[src/rtl/frame_arb_pkg.sv]
// ----------------------------------------------------------------------------
// frame_arb_pkg
//   Shared types and default widths for the frame PSRAM command-port arbiter.
//   - arb_state_e   : arbiter FSM states
//   - wfifo_entry_t : host write FIFO entry {addr, data} at default widths
//   - DEF_ADDR_W / DEF_DATA_W : default RAM word-address and data widths
// ----------------------------------------------------------------------------
package frame_arb_pkg;

   localparam int unsigned DEF_ADDR_W = 22;
   localparam int unsigned DEF_DATA_W = 16;

   typedef enum logic [1:0] {
      IDLE      = 2'd0,
      VID_ISSUE = 2'd1,
      VID_DRAIN = 2'd2,
      HOST_WR   = 2'd3
   } arb_state_e;

   typedef struct packed {
      logic [DEF_ADDR_W-1:0] addr;
      logic [DEF_DATA_W-1:0] data;
   } wfifo_entry_t;

endpackage

[src/rtl/arb_wfifo.sv]
// ----------------------------------------------------------------------------
// arb_wfifo
//   Synchronous FIFO buffering host writes until the arbiter can issue them.
//   A push while full is dropped (FIFO state unchanged) and flagged on
//   drop_o for one cycle. Push and pop in the same cycle are both honoured.
//
//   Parameters : DEPTH   entries (power of 2, >= 2)
//                entry_t stored element type
//   Ports      : clk_i, rst_i (async, active-high)
//                push_i / push_data_i  write side
//                pop_i  / head_o       read side (head_o valid when !empty_o)
//                empty_o               combinational, count == 0
//                full_o                registered, count == DEPTH
//                drop_o                push attempted while full
// ----------------------------------------------------------------------------
module arb_wfifo
   import frame_arb_pkg::*;
#(
   parameter int unsigned DEPTH   = 4,
   parameter type         entry_t = wfifo_entry_t
) (
   input  logic   clk_i,
   input  logic   rst_i,
   input  logic   push_i,
   input  entry_t push_data_i,
   input  logic   pop_i,
   output entry_t head_o,
   output logic   empty_o,
   output logic   full_o,
   output logic   drop_o
);

   localparam int unsigned PW = $clog2(DEPTH);

   entry_t        mem_q [DEPTH];
   logic [PW-1:0] wr_ptr_q;
   logic [PW-1:0] rd_ptr_q;
   logic [PW:0]   count_q;
   logic [PW:0]   count_d;
   logic          full_q;
   logic          push_ok;
   logic          pop_ok;

   assign push_ok = push_i && !full_q;
   assign pop_ok  = pop_i && (count_q != '0);

   always_comb begin
      count_d = count_q;
      if (push_ok && !pop_ok) begin
         count_d = count_q + 1'b1;
      end else if (!push_ok && pop_ok) begin
         count_d = count_q - 1'b1;
      end
   end

   // Pointers wrap naturally because DEPTH is a power of 2.
   always_ff @(posedge clk_i or posedge rst_i) begin
      if (rst_i) begin
         wr_ptr_q <= '0;
         rd_ptr_q <= '0;
         count_q  <= '0;
         full_q   <= 1'b0;
      end else begin
         if (push_ok) wr_ptr_q <= wr_ptr_q + 1'b1;
         if (pop_ok)  rd_ptr_q <= rd_ptr_q + 1'b1;
         count_q <= count_d;
         full_q  <= (count_d == (PW+1)'(DEPTH));
      end
   end

   always_ff @(posedge clk_i) begin
      if (push_ok) mem_q[wr_ptr_q] <= push_data_i;
   end

   assign head_o  = mem_q[rd_ptr_q];
   assign empty_o = (count_q == '0);
   assign full_o  = full_q;
   assign drop_o  = push_i && full_q;

endmodule

[src/rtl/frame_ram_arbiter.sv]
// ----------------------------------------------------------------------------
// frame_ram_arbiter
//   Shares the frame PSRAM command port between video scan-out burst reads
//   and buffered single-word host writes, all in one clock domain.
//
//   Optional feature (macro ARB_OVF_CNT_EN): O_ovf_cnt counts dropped host
//   writes, saturating at 255, cleared only by reset. Without the macro
//   O_ovf_cnt is tied to 0.
//
//   Ports:
//     I_clk, I_rst                  clock, async active-high reset
//     I_blanking                    host writes take priority while high
//     I_vid_req/I_vid_addr/O_vid_gnt  video burst request/address/grant pulse
//     O_vid_rdata/O_vid_rvalid      read data returned to video (1-cycle lat)
//     I_host_wr/addr/data, O_host_full  host write FIFO side
//     O_ram_cmd/we/addr/wdata, I_ram_ready  RAM command (held until ready)
//     I_ram_rdata/I_ram_rvalid      RAM read return
//     O_ovf_cnt                     dropped-write count
// ----------------------------------------------------------------------------
module frame_ram_arbiter
   import frame_arb_pkg::*;
#(
   parameter int unsigned ADDR_W      = DEF_ADDR_W,
   parameter int unsigned DATA_W      = DEF_DATA_W,
   parameter int unsigned BURST_LEN   = 4,
   parameter int unsigned WFIFO_DEPTH = 4
) (
   input  logic              I_clk,
   input  logic              I_rst,
   input  logic              I_blanking,
   input  logic              I_vid_req,
   input  logic [ADDR_W-1:0] I_vid_addr,
   output logic              O_vid_gnt,
   output logic [DATA_W-1:0] O_vid_rdata,
   output logic              O_vid_rvalid,
   input  logic              I_host_wr,
   input  logic [ADDR_W-1:0] I_host_addr,
   input  logic [DATA_W-1:0] I_host_data,
   output logic              O_host_full,
   output logic              O_ram_cmd,
   output logic              O_ram_we,
   output logic [ADDR_W-1:0] O_ram_addr,
   output logic [DATA_W-1:0] O_ram_wdata,
   input  logic              I_ram_ready,
   input  logic [DATA_W-1:0] I_ram_rdata,
   input  logic              I_ram_rvalid,
   output logic [7:0]        O_ovf_cnt
);

   localparam int unsigned   CW        = $clog2(BURST_LEN) + 1;
   localparam logic [CW-1:0] LAST_BEAT = CW'(BURST_LEN - 1);

   typedef struct packed {
      logic [ADDR_W-1:0] addr;
      logic [DATA_W-1:0] data;
   } entry_t;

   entry_t     push_entry;
   entry_t     fifo_head;
   logic       fifo_empty;
   logic       fifo_full;
   logic       fifo_drop;
   logic       fifo_pop;

   arb_state_e        state_q;
   logic [ADDR_W-1:0] base_q;
   logic [CW-1:0]     issue_q;
   logic [CW-1:0]     outst_q;
   logic [CW-1:0]     outst_d;
   logic              cmd_q;
   logic              we_q;
   logic [ADDR_W-1:0] addr_q;
   logic [DATA_W-1:0] wdata_q;
   logic              gnt_q;
   logic [DATA_W-1:0] rdata_q;
   logic              rvalid_q;
   logic              last_host_q;

   logic handshake;
   logic rd_hs;
   logic ret_ok;
   logic host_first;
   logic host_sel;

   assign push_entry = '{addr: I_host_addr, data: I_host_data};

   arb_wfifo #(
      .DEPTH   (WFIFO_DEPTH),
      .entry_t (entry_t)
   ) u_wfifo (
      .clk_i       (I_clk),
      .rst_i       (I_rst),
      .push_i      (I_host_wr),
      .push_data_i (push_entry),
      .pop_i       (fifo_pop),
      .head_o      (fifo_head),
      .empty_o     (fifo_empty),
      .full_o      (fifo_full),
      .drop_o      (fifo_drop)
   );

   assign handshake = cmd_q && I_ram_ready;
   assign rd_hs     = handshake && !we_q;
   assign ret_ok    = I_ram_rvalid && (outst_q != '0);
   assign fifo_pop  = (state_q == HOST_WR) && handshake;

   // Blanking priority yields once to a waiting video request after a host
   // write, so blanking with a busy FIFO still interleaves write/burst/write.
   assign host_first = !fifo_empty && I_blanking && !(last_host_q && I_vid_req);
   assign host_sel   = host_first || (!I_vid_req && !fifo_empty);

   always_comb begin
      outst_d = outst_q;
      if (rd_hs && !ret_ok) begin
         outst_d = outst_q + 1'b1;
      end else if (!rd_hs && ret_ok) begin
         outst_d = outst_q - 1'b1;
      end
   end

   always_ff @(posedge I_clk or posedge I_rst) begin
      if (I_rst) begin
         state_q     <= IDLE;
         base_q      <= '0;
         issue_q     <= '0;
         outst_q     <= '0;
         cmd_q       <= 1'b0;
         we_q        <= 1'b0;
         addr_q      <= '0;
         wdata_q     <= '0;
         gnt_q       <= 1'b0;
         rdata_q     <= '0;
         rvalid_q    <= 1'b0;
         last_host_q <= 1'b0;
      end else begin
         gnt_q    <= 1'b0;
         outst_q  <= outst_d;
         rvalid_q <= ret_ok;
         if (ret_ok) rdata_q <= I_ram_rdata;

         case (state_q)
            IDLE: begin
               if (host_sel) begin
                  state_q <= HOST_WR;
                  cmd_q   <= 1'b1;
                  we_q    <= 1'b1;
                  addr_q  <= fifo_head.addr;
                  wdata_q <= fifo_head.data;
               end else if (I_vid_req) begin
                  state_q     <= VID_ISSUE;
                  gnt_q       <= 1'b1;
                  base_q      <= I_vid_addr;
                  issue_q     <= '0;
                  cmd_q       <= 1'b1;
                  we_q        <= 1'b0;
                  addr_q      <= I_vid_addr;
                  last_host_q <= 1'b0;
               end
            end
            VID_ISSUE: begin
               if (handshake) begin
                  if (issue_q == LAST_BEAT) begin
                     cmd_q   <= 1'b0;
                     state_q <= VID_DRAIN;
                  end else begin
                     issue_q <= issue_q + 1'b1;
                     addr_q  <= base_q + ADDR_W'(issue_q + 1'b1);
                  end
               end
            end
            VID_DRAIN: begin
               if (outst_q == '0) state_q <= IDLE;
            end
            HOST_WR: begin
               if (handshake) begin
                  cmd_q       <= 1'b0;
                  we_q        <= 1'b0;
                  state_q     <= IDLE;
                  last_host_q <= 1'b1;
               end
            end
            default: state_q <= IDLE;
         endcase
      end
   end

   assign O_vid_gnt    = gnt_q;
   assign O_vid_rdata  = rdata_q;
   assign O_vid_rvalid = rvalid_q;
   assign O_host_full  = fifo_full;
   assign O_ram_cmd    = cmd_q;
   assign O_ram_we     = we_q;
   assign O_ram_addr   = addr_q;
   assign O_ram_wdata  = wdata_q;

`ifdef ARB_OVF_CNT_EN
   logic [7:0] ovf_q;

   always_ff @(posedge I_clk or posedge I_rst) begin
      if (I_rst) begin
         ovf_q <= '0;
      end else if (fifo_drop && (ovf_q != '1)) begin
         ovf_q <= ovf_q + 1'b1;
      end
   end

   assign O_ovf_cnt = ovf_q;
`else
   logic unused_drop;
   assign unused_drop = fifo_drop;
   assign O_ovf_cnt   = '0;
`endif

endmodule
[config.mk]
export PLATFORM = sky130hd
export DESIGN_NAME = frame_ram_arbiter
export DESIGN_NICKNAME = d
export VERILOG_FILES = /design/src/rtl/frame_arb_pkg.sv /design/src/rtl/arb_wfifo.sv /design/src/rtl/frame_ram_arbiter.sv
export SDC_FILE = /design/constraint.sdc
export NUM_CORES = 1
export LEC_CHECK = 0
export CAP_MARGIN = 40
export CORE_MARGIN = 2
export CORE_UTILIZATION = 49
export CTS_CLUSTER_SIZE = 20
export DETAILED_ROUTE_END_ITERATION = 6
export GPL_ROUTABILITY_DRIVEN = 0
export PLACE_DENSITY = 0.84
export SYNTH_ARGS = -nofsm -noshare
export SYNTH_HDL_FRONTEND = slang
export SYNTH_SLANG_ARGS = --single-unit
[constraint.sdc]
create_clock -name I_clk -period 3.2 [get_ports I_clk]
set_input_delay 0.64 -clock I_clk [delete_from_list [all_inputs] [get_ports I_clk]]
set_output_delay 0.64 -clock I_clk [all_outputs]
set_load 0.05 [all_outputs]
==> impl_metrics.env <==
export IMPL_status="finished, final reports clean"
export IMPL_pins_over_slew_limit=0
export IMPL_async_flop_share=0.390
export IMPL_die_height_um=149
export IMPL_core_region_area_mm2=0.0209
export IMPL_worst_skew_pair_late_latency_ns=0.53
export IMPL_synth_avg_cell_area_um2=14.9
export IMPL_synthTopCellsByArea="edfxtp_1, dfrtp_1, mux4_2"
export IMPL_hold_path_class="flop to flop"
export IMPL_seqPwrFrac=0.469
export IMPL_worst_path_max_delay_cell="clkdlybuf4s50_1"
export IMPL_synth_flop_cell="edfxtp_1"
export IMPL_post_cts_hold_buffer_count=0
export IMPL_place_ws_ns=0.667
export IMPL_drc=0
export IMPL_synthDominantAreaCellType="edfxtp_1"
export IMPL_setup_crit_start_kind="flop"
export IMPL_worstSetupPathType="flop to primary output"
export IMPL_finish_cell_count_without_fillers=1150
export IMPL_initialDrtViolationCount=577
export IMPL_netlist_instances=695
export IMPL_crit_path_cell_trace="clkdlybuf4s50_1"
export IMPL_post_cts_repair_setup_buffers=0
export IMPL_tritoncts_num_sinks=249
export IMPL_p_int_mw=6.43
export IMPL_synth_yosys_warnings=0
export IMPL_route_detailed_wl_per_inst_um=19.7
export IMPL_setup_tns_final_ns=0
export IMPL_routed_via_count=6285
export IMPL_timing_hold_violations_final=0
export IMPL_comb_power_share=0.166
export IMPL_vias_per_cell=5.47
export IMPL_cell_family_with_most_cp_delay="buffers and inverters"
export IMPL_io_pins=150
export IMPL_critical_path_required_ns=2.56
export IMPL_gr_total_overflow=0
export IMPL_synthDominantCellAreaShare=0.440
export IMPL_first_global_vias=6493
export IMPL_finalPower_mw=8.74
export IMPL_wirelength_mm=22.6
export IMPL_synth_seq_cells=249
export IMPL_die_w_um=149
export IMPL_first_pass_iters=5
export IMPL_cts_htree_levels=1
export IMPL_layout_cells_most_common="edfxtp_1"
export IMPL_area_enclosed_by_the_die_boundary_mm2=0.0223
export IMPL_power_frac_clock=0.365
export IMPL_vdd_ir_drop_max_mv=0.517
export IMPL_synth_distinct_cells=52
export IMPL_netSwitchingPower_mw=2.31
export IMPL_cp_arrival_ns=1.77
export IMPL_clk_path_buf_depth=3
export IMPL_tritoncts="done"
export IMPL_finalWorstSetupSlack_ns=0.791
export IMPL_area_growth_pct=26.4
export IMPL_detail_route_antenna_nets=0
export IMPL_final_layout_size_suffix_gt1_frac=0.177
export IMPL_antenna_violations_before_repair=1
export IMPL_grt_first_pass_wirelength_mm=35.7
export IMPL_std_cell_rows=53
export IMPL_max_cap_viols=0
export IMPL_power_density_mw_per_mm2=667
export IMPL_post_cts_resized=0
export IMPL_power_leakage_nw=5.00
export IMPL_grt_setup_unrepaired="false"
export IMPL_synthesis_area_mm2=0.0104
export IMPL_period_share=0.753
export IMPL_fmaxAchievable_mhz=415
export IMPL_place_inst=1103
export IMPL_wp_buf_inv=1
export IMPL_grt_total_usage=0.208
export IMPL_critPathMaxStageDelay_ns=0.83
export IMPL_power_switching_fraction=0.264
export IMPL_slew_limit_headroom=0.408
export IMPL_post_cts_clock_slew_at_the_launch_and_capture_registers_of_the_worst_setup_and_hold_paths_ns=0.06
export IMPL_number_of_fill_cells_in_the_layout=1564
export IMPL_clockRootBuffer="clkbuf_16"
export IMPL_timing_final_crit_period_ns=2.41
export IMPL_worst_pin_slew_ns=0.888
export IMPL_port_buffers=141
export IMPL_largest_net_degree_at_the_start_of_global_routing=61
export IMPL_rrSetupSlack_ns=0.88
export IMPL_worstPathMaxFanout=6
export IMPL_commonest_cells_after_routing_fill_and_taps_aside="edfxtp_1, clkdlybuf4s50_1, nand2_1"
export IMPL_floorplan_initialDensity=0.496
export IMPL_sequential_fraction_of_the_synthesis_area=0.675
export IMPL_finClkSkew_ns=0.00675
export IMPL_post_layout_nets=953
export IMPL_cts_buffers=25
export IMPL_hpwl_after_detailed_placement_mm=15.1
export IMPL_setup_viol_count_final=0
export IMPL_number_of_enable_type_register_cells_in_the_synthesized_netlist=152
export IMPL_crit_path_end_kind="primary output"
[area by class of cell]
type	instances	area, um^2	share of cell area
Antenna cell	1	2.50	0.000191
Sequential cell	249	6990	0.534
Inverter	18	70.1	0.00535
Multi-Input combinational cell	396	3150	0.241
Timing Repair Buffer	165	1620	0.123
Tap cell	275	344	0.0263
Clock buffer	31	699	0.0534
Clock inverter	15	221	0.0169
[logic make-up (layout without fill, tap and decap cells)]
kind of cell | after synthesis | in the layout | synth area share
buffers and inverters | 57 | 229 | 0.0245
AOI/OAI and AO/OA | 90 | 90 | 0.0559
muxes | 78 | 78 | 0.126
and+or+nand+nor | 183 | 183 | 0.0804
adders and majority gates | 15 | 15 | 0.0196
other | 1 | 9 | 0.000362
xor gates and xnor gates | 22 | 22 | 0.0186
DFF | 249 | 249 | 0.675
[flip-flops by register name, indices dropped and copies added (netlist names)]
register and count:
issue_q 3, O_vid_rvalid 1, O_vid_rdata 16, state_q 2
O_vid_gnt 1, base_q 22, O_ram_wdata 16, u_wfifo.mem_q 152
O_ram_cmd 1, last_host_q 1, u_wfifo.rd_ptr_q 2, O_ram_we 1
u_wfifo.count_q 3, outst_q 3, O_ram_addr 22, u_wfifo.wr_ptr_q 2
u_wfifo.full_o 1
[power by group through the flow]
stage / sequential [mW] / combinational (mW) / clock, mW
finish: 4.10 / 1.45 / 3.19
global route: 4.13 / 1.58 / 3.38
CTS: 4.10 / 1.47 / 3.26
detailed placement: 4.16 / 1.47 / 0
global placement: 4.12 / 1.43 / 0
floorplan: 4.38 / 0.651 / 0
[per-stage QoR]
stage               hold slack [ns]  utilization  cell area, um^2
floorplan                     0.443            -            10400
CTS                           0.478        0.627            13100
global route                  0.490        0.627            13100
global placement              0.458        0.583            12200
detailed placement            0.463        0.583            12200
finish                        0.474        0.627            13100
[final timing paths]
path | startpoint | endpoint | depth (start not counted)
min in group asynchronous | I_rst | O_vid_rdata[2] | 2
max in group asynchronous | I_rst | u_wfifo.rd_ptr_q[0] | 3
setup / recovery | O_ram_cmd | O_ram_cmd | 1
hold reg to reg | O_vid_rdata[5] | O_vid_rdata[5] | 2
hold / removal | O_vid_rdata[5] | O_vid_rdata[5] | 2
setup reg to reg | u_wfifo.count_q[0] | O_ram_addr[19] | 9
[cells in the mapped netlist, drive strengths merged (15+ instances only)]
| cell type | count |
|---|---|
| a21oi | 36 |
| buf | 19 |
| clkbuf | 20 |
| dfrtp | 97 |
| edfxtp | 152 |
| inv | 17 |
| mux2 | 39 |
| mux4 | 38 |
| nand2 | 101 |
| nand3 | 19 |
| nor2 | 22 |
| xnor2 | 15 |
[metal layers]
layer  vias to the layer above  global-route usage  share of wire
li1                       2901                   -              -
met1                      3140               0.283           0.42
met2                       205               0.343           0.49
met3                        39              0.0439          0.069
met4                         0              0.0600          0.025
met5                         -                   0              0
Note: power is estimated with default switching activity, not from simulation.
